==> config.mk <==
export PLATFORM = sky130hd
export DESIGN_NAME = microps_ldm_stm_sequencer_flat
export DESIGN_NICKNAME = d
export VERILOG_FILES = /design/src/rtl/microps_ldm_stm_sequencer_if.sv /design/src/rtl/microps_ldm_stm_sequencer.sv /design/src/flat_wrapper.sv
export SDC_FILE = /design/constraint.sdc
export NUM_CORES = 1
export LEC_CHECK = 0
export ABC_CLOCK_PERIOD_IN_PS = 10600
export CAP_MARGIN = 20
export CORE_AREA = 2 2 97 99
export DETAILED_ROUTE_END_ITERATION = 12
export DIE_AREA = 0 0 99 101
export PLACE_DENSITY = 0.7
export SYNTH_ARGS = -nofsm -noshare
export SYNTH_HDL_FRONTEND = slang
export SYNTH_SLANG_ARGS = --single-unit
==> constraint.sdc <==
create_clock -name clk -period 10.6 [get_ports clk]
set_clock_uncertainty 0.15 [all_clocks]
set_input_delay 1.59 -clock clk [delete_from_list [all_inputs] [get_ports clk]]
set_output_delay 1.59 -clock clk [all_outputs]
set_load 0.03 [all_outputs]
==> src/rtl/microps_ldm_stm_sequencer_if.sv <==
// Decode/execute handshake bundle for the LDM/STM micro-op sequencer.
// The slave modport is the sequencer; the master modport is decode/execute.
interface microps_ldm_stm_sequencer_if #(
  parameter int OFFW = 8
);
  logic            StartD;
  logic [31:0]     InstrD;
  logic            AdvanceD;
  logic            BusyD;
  logic            uOpValid;
  logic [3:0]      uOpRd;
  logic [OFFW-1:0] uOpOffset;
  logic            uOpLoad;
  logic            uOpFirst;
  logic            uOpLast;
  logic            uOpWriteback;
  logic [OFFW-1:0] WbOffset;
  logic            PcLoadFlush;

  modport slave (
    input  StartD, InstrD, AdvanceD,
    output BusyD, uOpValid, uOpRd, uOpOffset, uOpLoad, uOpFirst, uOpLast,
           uOpWriteback, WbOffset, PcLoadFlush
  );

  modport master (
    output StartD, InstrD, AdvanceD,
    input  BusyD, uOpValid, uOpRd, uOpOffset, uOpLoad, uOpFirst, uOpLast,
           uOpWriteback, WbOffset, PcLoadFlush
  );
endinterface

==> src/rtl/microps_ldm_stm_sequencer.sv <==
// Expands one LDM/STM into single-register micro-ops, lowest register first.
// Optional MICROPS_PC_FLUSH_EN: flag LDM-to-PC on the last beat and hold BusyD one extra cycle.
module microps_ldm_stm_sequencer #(
  parameter int REGS = 16,
  parameter int OFFW = 8
) (
  input  logic clk,
  input  logic reset,
  microps_ldm_stm_sequencer_if.slave bus
);

  localparam int CNTW = $clog2(REGS + 1);

  typedef enum logic [1:0] {
    S_IDLE  = 2'd0,
    S_RUN   = 2'd1,
    S_FLUSH = 2'd2
  } state_t;

  function automatic logic [CNTW-1:0] popcnt(input logic [REGS-1:0] v);
    logic [CNTW-1:0] c;
    c = '0;
    for (int i = 0; i < REGS; i++) c = c + CNTW'(v[i]);
    return c;
  endfunction

  function automatic logic [3:0] lowest(input logic [REGS-1:0] v);
    logic [3:0] idx;
    idx = 4'd0;
    for (int i = REGS - 1; i >= 0; i--) if (v[i]) idx = 4'(i);
    return idx;
  endfunction

  state_t          r_state, w_state_nxt;
  logic [REGS-1:0] r_list, w_list_nxt;
  logic [CNTW-1:0] r_k, w_k_nxt;
  logic [OFFW-1:0] r_base, w_base_nxt;
  logic [OFFW-1:0] r_wboff, w_wboff_nxt;
  logic            r_w, w_w_nxt;
  logic            r_l, w_l_nxt;

  logic            r_valid, r_first, r_last, r_wb, r_load, r_busy, r_flush;
  logic [3:0]      r_rd;
  logic [OFFW-1:0] r_off, r_wbo_out;

  logic            w_valid_nxt, w_first_nxt, w_last_nxt, w_wb_nxt, w_load_nxt;
  logic            w_busy_nxt, w_flush_nxt, w_flush_go;
  logic [3:0]      w_rd_nxt;
  logic [OFFW-1:0] w_off_nxt, w_wbo_nxt;
  logic [CNTW-1:0] w_n;
  logic [OFFW-1:0] w_n4;

  assign w_n  = popcnt(bus.InstrD[REGS-1:0]);
  assign w_n4 = OFFW'({w_n, 2'b00});

`ifdef MICROPS_PC_FLUSH_EN
  assign w_flush_go = r_flush;
`else
  assign w_flush_go = 1'b0;
`endif

  // Next-state: latch the instruction in IDLE, retire one register per accepted beat
  always_comb begin
    w_state_nxt = r_state;
    w_list_nxt  = r_list;
    w_k_nxt     = r_k;
    w_base_nxt  = r_base;
    w_wboff_nxt = r_wboff;
    w_w_nxt     = r_w;
    w_l_nxt     = r_l;
    case (r_state)
      S_IDLE: begin
        if (bus.StartD && (w_n != '0)) begin
          w_state_nxt = S_RUN;
          w_list_nxt  = bus.InstrD[REGS-1:0];
          w_k_nxt     = '0;
          w_w_nxt     = bus.InstrD[21];
          w_l_nxt     = bus.InstrD[20];
          w_wboff_nxt = bus.InstrD[23] ? w_n4 : (OFFW'(0) - w_n4);
          // Base-relative offset of the lowest register; later beats add 4k
          case ({bus.InstrD[24], bus.InstrD[23]})
            2'b01:   w_base_nxt = '0;
            2'b11:   w_base_nxt = OFFW'(4);
            2'b00:   w_base_nxt = OFFW'(4) - w_n4;
            2'b10:   w_base_nxt = OFFW'(0) - w_n4;
            default: w_base_nxt = '0;
          endcase
        end else begin
          w_state_nxt = S_IDLE;
        end
      end
      S_RUN: begin
        if (bus.AdvanceD) begin
          w_k_nxt = r_k + CNTW'(1);
          if (r_last) begin
            w_list_nxt  = '0;
            w_state_nxt = w_flush_go ? S_FLUSH : S_IDLE;
          end else begin
            w_list_nxt  = r_list & ~(REGS'(1) << r_rd);
            w_state_nxt = S_RUN;
          end
        end else begin
          w_state_nxt = S_RUN;
        end
      end
      S_FLUSH: w_state_nxt = S_IDLE;
      default: w_state_nxt = S_IDLE;
    endcase
  end

  // Output decode from next-state so every output comes straight from a flop
  always_comb begin
    w_valid_nxt = (w_state_nxt == S_RUN);
    w_busy_nxt  = (w_state_nxt != S_IDLE);
    w_rd_nxt    = w_valid_nxt ? lowest(w_list_nxt) : 4'd0;
    w_off_nxt   = w_valid_nxt ? (w_base_nxt + OFFW'({w_k_nxt, 2'b00})) : '0;
    w_first_nxt = w_valid_nxt && (w_k_nxt == '0);
    w_last_nxt  = w_valid_nxt && (popcnt(w_list_nxt) == CNTW'(1));
    w_wb_nxt    = w_last_nxt && w_w_nxt;
    w_load_nxt  = w_valid_nxt && w_l_nxt;
    w_wbo_nxt   = w_busy_nxt ? w_wboff_nxt : '0;
`ifdef MICROPS_PC_FLUSH_EN
    w_flush_nxt = w_last_nxt && w_l_nxt && (w_rd_nxt == 4'd15);
`else
    w_flush_nxt = 1'b0;
`endif
  end

  // State and output registers with synchronous reset
  always_ff @(posedge clk) begin
    if (reset) begin
      r_state   <= S_IDLE;
      r_list    <= '0;
      r_k       <= '0;
      r_base    <= '0;
      r_wboff   <= '0;
      r_w       <= 1'b0;
      r_l       <= 1'b0;
      r_valid   <= 1'b0;
      r_rd      <= 4'd0;
      r_off     <= '0;
      r_first   <= 1'b0;
      r_last    <= 1'b0;
      r_wb      <= 1'b0;
      r_load    <= 1'b0;
      r_busy    <= 1'b0;
      r_wbo_out <= '0;
      r_flush   <= 1'b0;
    end else begin
      r_state   <= w_state_nxt;
      r_list    <= w_list_nxt;
      r_k       <= w_k_nxt;
      r_base    <= w_base_nxt;
      r_wboff   <= w_wboff_nxt;
      r_w       <= w_w_nxt;
      r_l       <= w_l_nxt;
      r_valid   <= w_valid_nxt;
      r_rd      <= w_rd_nxt;
      r_off     <= w_off_nxt;
      r_first   <= w_first_nxt;
      r_last    <= w_last_nxt;
      r_wb      <= w_wb_nxt;
      r_load    <= w_load_nxt;
      r_busy    <= w_busy_nxt;
      r_wbo_out <= w_wbo_nxt;
      r_flush   <= w_flush_nxt;
    end
  end

  assign bus.BusyD        = r_busy;
  assign bus.uOpValid     = r_valid;
  assign bus.uOpRd        = r_rd;
  assign bus.uOpOffset    = r_off;
  assign bus.uOpLoad      = r_load;
  assign bus.uOpFirst     = r_first;
  assign bus.uOpLast      = r_last;
  assign bus.uOpWriteback = r_wb;
  assign bus.WbOffset     = r_wbo_out;
  assign bus.PcLoadFlush  = r_flush;

endmodule

==> src/flat_wrapper.sv <==
// flat-port wrapper written by rule: the top's interface ports become plain ports
module microps_ldm_stm_sequencer_flat 
#(
  parameter int REGS = 16,
  parameter int OFFW = 8
)
  (clk, reset, bus_StartD, bus_InstrD, bus_AdvanceD, bus_BusyD, bus_uOpValid, bus_uOpRd, bus_uOpOffset, bus_uOpLoad, bus_uOpFirst, bus_uOpLast, bus_uOpWriteback, bus_WbOffset, bus_PcLoadFlush);
  microps_ldm_stm_sequencer_if #(.OFFW(OFFW)) bus_i ();
  input  logic clk;
  input  logic reset;
  input wire logic [$bits(bus_i.StartD)-1:0] bus_StartD;
  input wire logic [$bits(bus_i.InstrD)-1:0] bus_InstrD;
  input wire logic [$bits(bus_i.AdvanceD)-1:0] bus_AdvanceD;
  output wire logic [$bits(bus_i.BusyD)-1:0] bus_BusyD;
  output wire logic [$bits(bus_i.uOpValid)-1:0] bus_uOpValid;
  output wire logic [$bits(bus_i.uOpRd)-1:0] bus_uOpRd;
  output wire logic [$bits(bus_i.uOpOffset)-1:0] bus_uOpOffset;
  output wire logic [$bits(bus_i.uOpLoad)-1:0] bus_uOpLoad;
  output wire logic [$bits(bus_i.uOpFirst)-1:0] bus_uOpFirst;
  output wire logic [$bits(bus_i.uOpLast)-1:0] bus_uOpLast;
  output wire logic [$bits(bus_i.uOpWriteback)-1:0] bus_uOpWriteback;
  output wire logic [$bits(bus_i.WbOffset)-1:0] bus_WbOffset;
  output wire logic [$bits(bus_i.PcLoadFlush)-1:0] bus_PcLoadFlush;
  assign bus_i.StartD = bus_StartD;
  assign bus_i.InstrD = bus_InstrD;
  assign bus_i.AdvanceD = bus_AdvanceD;
  assign bus_BusyD = bus_i.BusyD;
  assign bus_uOpValid = bus_i.uOpValid;
  assign bus_uOpRd = bus_i.uOpRd;
  assign bus_uOpOffset = bus_i.uOpOffset;
  assign bus_uOpLoad = bus_i.uOpLoad;
  assign bus_uOpFirst = bus_i.uOpFirst;
  assign bus_uOpLast = bus_i.uOpLast;
  assign bus_uOpWriteback = bus_i.uOpWriteback;
  assign bus_WbOffset = bus_i.WbOffset;
  assign bus_PcLoadFlush = bus_i.PcLoadFlush;
  microps_ldm_stm_sequencer #(.REGS(REGS), .OFFW(OFFW)) u_core (.clk(clk), .reset(reset), .bus(bus_i));
endmodule
# Word-level counts from Yosys, hierarchy flattened
# Index checks and enable logic that the tools add are counted.
# op_classes
n_bitwise	4
n_eq_ne	6
n_shift	1
reduce_logical	16
add_sub_neg	34
muxes	36
# op_table
operator	count
5-bit by 1-bit adder with 5-bit output	28
16-bit 2-to-1 mux	3
8-bit 2-to-1 mux	5
4-bit 2-to-1 mux	8
16-bit one-hot mux with 2 select lines	1
8-bit one-hot mux with 4 select lines	1
16-bit bitwise AND	1
16-bit NOT	1
1-bit by 4-bit left shift with 16-bit output, first input constant	1
3-bit 2-to-1 mux	4
5-bit 2-to-1 mux	2
5-bit one-hot mux with 2 select lines	1
10-bit OR reduction	1
8-bit by 7-bit adder with 8-bit output	1
1-bit 2-to-1 mux	8
1-bit by 7-bit subtractor with 8-bit output, first input constant	1
3-bit by 7-bit subtractor with 8-bit output, first input constant	1
2-bit by 1-bit == test with 1-bit output, second input constant	3
6-bit OR reduction	1
5-bit by 1-bit adder with 5-bit output, second input constant	1
5-bit by 1-bit == test with 1-bit output, second input constant	1
1-bit logical AND	5
5-bit logical NOT	1
5-bit nonzero test	1
10 further kinds	16
# word_totals
output_inout_bits	27
elab_cells	116
reg_bits	67

# Longest topological paths before layout
# depth
ltp_word	37
mapped_depth	35
mapped_depth_nobuf	33

# Least setup slack after synthesis
# OpenSTA, ideal clock, no wires.
# synth_path
path_type	input port to flip-flop
start	in bus_InstrD[0]
end	reg u_core.r_wb, in the netlist u_core.bus.uOpWriteback
path_slack_ns	0.079
path_stages	34
t_required_ns	10.354
n_path_buf	2
arrival_ns	10.275
cell_sequence	ha_1 -> inv_1 -> fa_1 -> inv_1 -> fa_1 -> fa_1 -> inv_1 -> fa_1 -> fa_1 -> inv_1 -> fa_1 -> inv_1 -> ha_1 -> o211a_1 -> ha_1 -> nor3b_4 -> buf_4 -> buf_4 -> mux2i_1 -> nor3_1 -> inv_1 -> ha_1 -> inv_1 -> fa_1 -> fa_1 -> fa_1 -> inv_1 -> fa_1 -> inv_1 -> fa_1 -> inv_1 -> fa_1 -> or4_1 -> nor4b_1
# synth_between
elab_chain_len	37
elab_cells_between_ends	42
classes_between	30 x add/sub; 2 x eq/ne; 6 x mux; 4 x reduce/logical
# synth_lines
item	line	text
start, declared	flat_wrapper.sv:12	input wire logic [$bits(bus_i.InstrD)-1:0] bus_InstrD;
1-bit by 1-bit adder with 2-bit output	microps_ldm_stm_sequencer.sv:23	for (int i = 0; i < REGS; i++) c = c + CNTW'(v[i]);
5-bit by 1-bit adder with 5-bit output (14 in a row)	microps_ldm_stm_sequencer.sv:23	
5-bit nonzero test	microps_ldm_stm_sequencer.sv:73	if (bus.StartD && (w_n != '0)) begin
1-bit logical AND	microps_ldm_stm_sequencer.sv:73	
16-bit 2-to-1 mux	microps_ldm_stm_sequencer.sv:73	
16-bit one-hot mux with 2 select lines	microps_ldm_stm_sequencer.sv:71	case (r_state)
via u_core.w_list_nxt[1]	microps_ldm_stm_sequencer.sv:35	logic [REGS-1:0] r_list, w_list_nxt;
1-bit by 1-bit adder with 2-bit output	microps_ldm_stm_sequencer.sv:23	
5-bit by 1-bit adder with 5-bit output (14 in a row)	microps_ldm_stm_sequencer.sv:23	
5-bit by 1-bit == test with 1-bit output	microps_ldm_stm_sequencer.sv:118	w_last_nxt = w_valid_nxt && (popcnt(w_list_nxt) == CNTW'(1));
1-bit logical AND	microps_ldm_stm_sequencer.sv:118	
1-bit logical AND	microps_ldm_stm_sequencer.sv:119	w_wb_nxt = w_last_nxt && w_w_nxt;
end signal, assigned	microps_ldm_stm_sequencer.sv:162	r_wb <= w_wb_nxt;
end, declared	microps_ldm_stm_sequencer.sv:42	logic r_valid, r_first, r_last, r_wb, r_load, r_busy, r_flush;
# The timed path passes the listed nets, and every way through them passes these cells.
# A chain may end at the register's enable or synchronous reset.

# Worst setup path in the final report
# layout_path
start	in bus_InstrD[1]
end	reg u_core.r_wb, in the netlist u_core.bus.uOpWriteback
# layout_between
elab_chain_len	37
elab_cells_between_ends	42
classes_between	30 x add/sub; 2 x eq/ne; 6 x mux; 4 x reduce/logical
# layout_lines
item	line
1-bit by 1-bit adder with 2-bit output	microps_ldm_stm_sequencer.sv:23
5-bit by 1-bit adder with 5-bit output (14 in a row)	microps_ldm_stm_sequencer.sv:23
5-bit nonzero test	microps_ldm_stm_sequencer.sv:73
1-bit logical AND	microps_ldm_stm_sequencer.sv:73
16-bit 2-to-1 mux (*)	microps_ldm_stm_sequencer.sv:73
16-bit one-hot mux with 2 select lines (*)	microps_ldm_stm_sequencer.sv:71
via u_core.w_list_nxt[1]	microps_ldm_stm_sequencer.sv:35
1-bit by 1-bit adder with 2-bit output (*)	microps_ldm_stm_sequencer.sv:23
5-bit by 1-bit adder with 5-bit output (*) (14 in a row)	microps_ldm_stm_sequencer.sv:23
5-bit by 1-bit == test with 1-bit output (*)	microps_ldm_stm_sequencer.sv:118
1-bit logical AND (*)	microps_ldm_stm_sequencer.sv:118
1-bit logical AND (*)	microps_ldm_stm_sequencer.sv:119
# The timed path passes the listed nets; every way through them passes the cells marked *.

==> impl_metrics.yaml <==
status:
  run_status: "finished, final reports clean"
timing:
  maxSlewHeadroom_pct: 58.9
  final-setup-viol-count: 0
  timing_hold_violations_final: 0
  timing_worst_slew_pin_value_ns: 0.615
  final_period_minus_worst_setup_slack_ns: 10.31
  max_freq_mhz: 97.0
  finalSetupTns_ns: 0
  finalMaxSlewViolations: 0
  final.period_utilization_pct: 97.2
synth:
  count_of_warnings_emitted_by_yosys: 0
  avgSynthCellArea_um2: 8.96
  synth_area_leader_cell: "sky130_fd_sc_hd__dfxtp_1"
  synth-edff-count: 0
  synth.cell_area_um2: 3900
  synthCells: 436
  yosys.cell_count.top_type: "sky130_fd_sc_hd__dfxtp_1"
  mappedNetlistNets: 513
  yosys_register_bits: 64
  ys_seq_area_share_pct: 32.8
  ys_types: 57
  cell_types_with_the_largest_area_share_after_synthesis: "sky130_fd_sc_hd__dfxtp_1 33%, sky130_fd_sc_hd__fa_1 11%, sky130_fd_sc_hd__ha_1 6.4%, sky130_fd_sc_hd__nor2_1 5.1%, sky130_fd_sc_hd__inv_1 4.4%"
  synth.cells.most_frequent: "64 x sky130_fd_sc_hd__dfxtp_1, 53 x sky130_fd_sc_hd__nor2_1, 46 x sky130_fd_sc_hd__inv_1, 26 x sky130_fd_sc_hd__nand2_1, 21 x sky130_fd_sc_hd__fa_1"
  synth_flop_cell: "sky130_fd_sc_hd__dfxtp_1"
  yosysTopAreaCellShare_pct: 32.8
  async_reset_ff_share_pct: 0
setup_path:
  worst-path-max-fanout: 3
  timing.critical_path.from_type: "primary input"
  setup.worst_path.start: "bus_InstrD[1]"
  timing.setup.critical_path_class: "primary input to flop"
  reg2regPathDepth: 16
  crit_required_ns: 10.71
  cp_num_cells: 34
  crit_top_cell: "sky130_fd_sc_hd__fa_1"
  cp.buffers_inverters: 12
  endpoint: "u_core.bus.uOpWriteback"
  r2r_setup_slack_ns: 5.15
  endpoint_kind: "flop"
  arrival_time_worst_endpoint_ns: 10.41
  timing.rr.start: "u_core.bus.uOpRd[0]"
  crit-reg2reg-capture: "u_core.bus.uOpWriteback"
  critical_path.max_stage_delay_ns: 0.54
  crit_path_slowest_cell: "sky130_fd_sc_hd__fa_1"
  critical-path-top-delay-family: "adder cells"
route:
  totalWireLength_mm: 9.63
  routedWlPerCell_um: 15.3
  drc: 0
  detailedRoute.firstIterationViolations: 202
  drt_pass1_iterations: 4
  drtAntennaViolNets: 0
  post_drt_via_cell_ratio: 5.30
  vias: 3337
cts:
  numClockSinks: 64
  clock_tree_from_tritoncts: "built"
  clock_tree.root_cell: "sky130_fd_sc_hd__clkbuf_8"
  cts_buffer_depth: 2
  htree_levels: 3
  clock_insertion_delay_worst_skew_ns: 0.34
  cts_buffers: 9
  clk_pin_slew_worst_paths_ns: 0.07
floorplanning:
  die_area_um2: 10000
  die_width_um: 99
  start_util_pct: 43.5
  floorplan.rows: 35
  num_io_pins: 63
  core-area_um2: 8980
  fp.dieH_um: 101
grt:
  grt_overflow: 0
  gr-max-usage-layer: "met2"
  gr-usage-all-layers_pct: 19.9
  global_route.usage.met3_pct: 3.40
  first_global_vias: 3279
  global_route_met1_utilization_pct: 26.7
  grt_max_degree: 41
  grt_first_pass_wirelength_mm: 15.7
  grtUsageMet2_pct: 32.3
  grt_antenna_before_repair: 0
final_layout:
  layout-drive-gt1-share_pct: 15.6
  layout.cell_area.non_filler_um2: 4970
  design.final.nets: 591
  areaGrowthSynthToFinish_pct: 27.2
  final_standard_cell_utilization_of_the_core_pct: 55.3
  antenna_cells: 0
power_and_ir_drop:
  leakage_nw: 2.22
  max-vdd-ir-drop_mv: 0.521
  powerDensity_nw_per_um2: 346
placed_design:
  port-buffer-count: 49
  hpwl_mm: 7.39
  gp_congestion: 0.893
  placed_cell_area_um2: 4690
worst_hold_path:
  hold_class: "flop to flop"
run:
  cap_viol_max_count: 0
[sequential cells by signal, indices dropped and copies added (netlist names)]
register	cells
u_core.r_w	1
u_core.bus.uOpRd	4
u_core.bus.uOpLast	1
u_core.r_base	8
u_core.bus.WbOffset	8
u_core.bus.BusyD	1
u_core.r_list	16
u_core.r_k	5
u_core.r_l	1
u_core.bus.uOpLoad	1
u_core.bus.uOpFirst	1
u_core.bus.uOpWriteback	1
u_core.r_wboff	8
u_core.bus.uOpOffset	8
[area by class of cell]
| type | instances | area (um2) |
|---|---|---|
| clock inverters | 6 | 45.0 |
| inverters | 46 | 173 |
| fillers | 810 | 4010 |
| repair buffers | 90 | 807 |
| flip-flops and latches | 64 | 1280 |
| well taps | 111 | 139 |
| clock buffers | 10 | 138 |
| multi-input cells | 303 | 2380 |
[layout by cell type, fill, tap and decap left out, types with 3 or more instances in the layout]
master	Yosys	layout
sky130_fd_sc_hd__a211oi_1	3	3
sky130_fd_sc_hd__a21o_1	7	7
sky130_fd_sc_hd__a21oi_1	20	20
sky130_fd_sc_hd__and2_1	8	8
sky130_fd_sc_hd__and3_1	3	3
sky130_fd_sc_hd__buf_4	4	39
sky130_fd_sc_hd__clkbuf_8	0	10
sky130_fd_sc_hd__clkdlybuf4s50_1	0	47
sky130_fd_sc_hd__clkinvlp_4	0	3
sky130_fd_sc_hd__dfxtp_1	64	64
sky130_fd_sc_hd__fa_1	21	19
sky130_fd_sc_hd__ha_1	20	19
sky130_fd_sc_hd__inv_1	46	45
sky130_fd_sc_hd__mux2_2	8	8
sky130_fd_sc_hd__mux2i_1	10	10
sky130_fd_sc_hd__nand2_1	26	26
sky130_fd_sc_hd__nand2b_1	5	5
sky130_fd_sc_hd__nand3_1	8	8
sky130_fd_sc_hd__nand4_1	5	5
sky130_fd_sc_hd__nand4b_1	3	3
sky130_fd_sc_hd__nor2_1	53	53
sky130_fd_sc_hd__nor2b_1	15	15
sky130_fd_sc_hd__nor3_1	9	8
sky130_fd_sc_hd__nor4_1	3	3
sky130_fd_sc_hd__o211ai_1	5	5
sky130_fd_sc_hd__o21a_1	3	3
sky130_fd_sc_hd__o21ai_0	12	12
sky130_fd_sc_hd__o22ai_1	5	5
sky130_fd_sc_hd__o31ai_1	3	3
sky130_fd_sc_hd__or2_2	4	4
sky130_fd_sc_hd__or3_1	6	5
sky130_fd_sc_hd__xnor2_1	6	6
[per-layer routing]
metal	up-vias	share of wire (%)
met5	-	0
met4	0	2.2
met3	17	4.4
met2	96	47
met1	1600	46
li1	1624	-
[where the power goes]
part	internal (mW)	switching [mW]	total (mW)
registers	0.293	0.0295	0.323
clock network	0.0914	0.100	0.192
logic	0.572	0.634	1.21
total	0.957	0.763	1.72
[how the worst min path moves through the flow]
stage / startpoint / to / cells past startpoint
6_report: u_core.r_wboff[1] / u_core.r_wboff[1] / 1
3_3_place_gp: u_core.r_wboff[1] / u_core.r_wboff[1] / 1
2_1_floorplan: u_core.r_base[0] / u_core.r_base[0] / 1
3_5_place_dp: u_core.r_base[0] / u_core.r_base[0] / 1
5_1_grt: u_core.r_wboff[1] / u_core.r_wboff[1] / 1
4_1_cts: u_core.r_wboff[1] / u_core.r_wboff[1] / 1
[through the flow]
step | worst slack (ns) | instances | hold WS [ns] | total power, mW
2_1_floorplan | 0.0789 | 436 | 0.270 | 1.10
3_3_place_gp | -0.368 | 609 | 0.284 | 1.41
3_5_place_dp | -0.515 | 609 | 0.284 | 1.44
4_1_cts | 0.0139 | 627 | 0.307 | 1.68
5_1_grt | -0.0442 | 630 | 0.326 | 1.90
6_report | 0.294 | 630 | 0.306 | 1.72
[kinds of logic (layout without fill, tap and decap cells)]
group / after synthesis / in the layout / share of synthesized area (%)
AOI/OAI and AO/OA: 72 / 72 / 12.3
other: 1 / 1 / 0.0960
xor gates and xnor gates: 10 / 10 / 2.95
muxes: 20 / 20 / 6.12
buffers and inverters: 69 / 152 / 7.31
DFF: 64 / 64 / 32.8
and+or+nand+nor: 159 / 159 / 21.3
adders and majority gates: 41 / 41 / 17.2
[what timing repair did]
action | 4_1_cts | 5_1_grt
cloned | 0 | 0
hold buffers | 0 | 0
endpoints found under the setup margin | 2 | 2
pin swaps | 2 | 11
buffers inserted | 2 | 3
gates resized for setup | 5 | 9
Power figures use the tool's default switching activity.
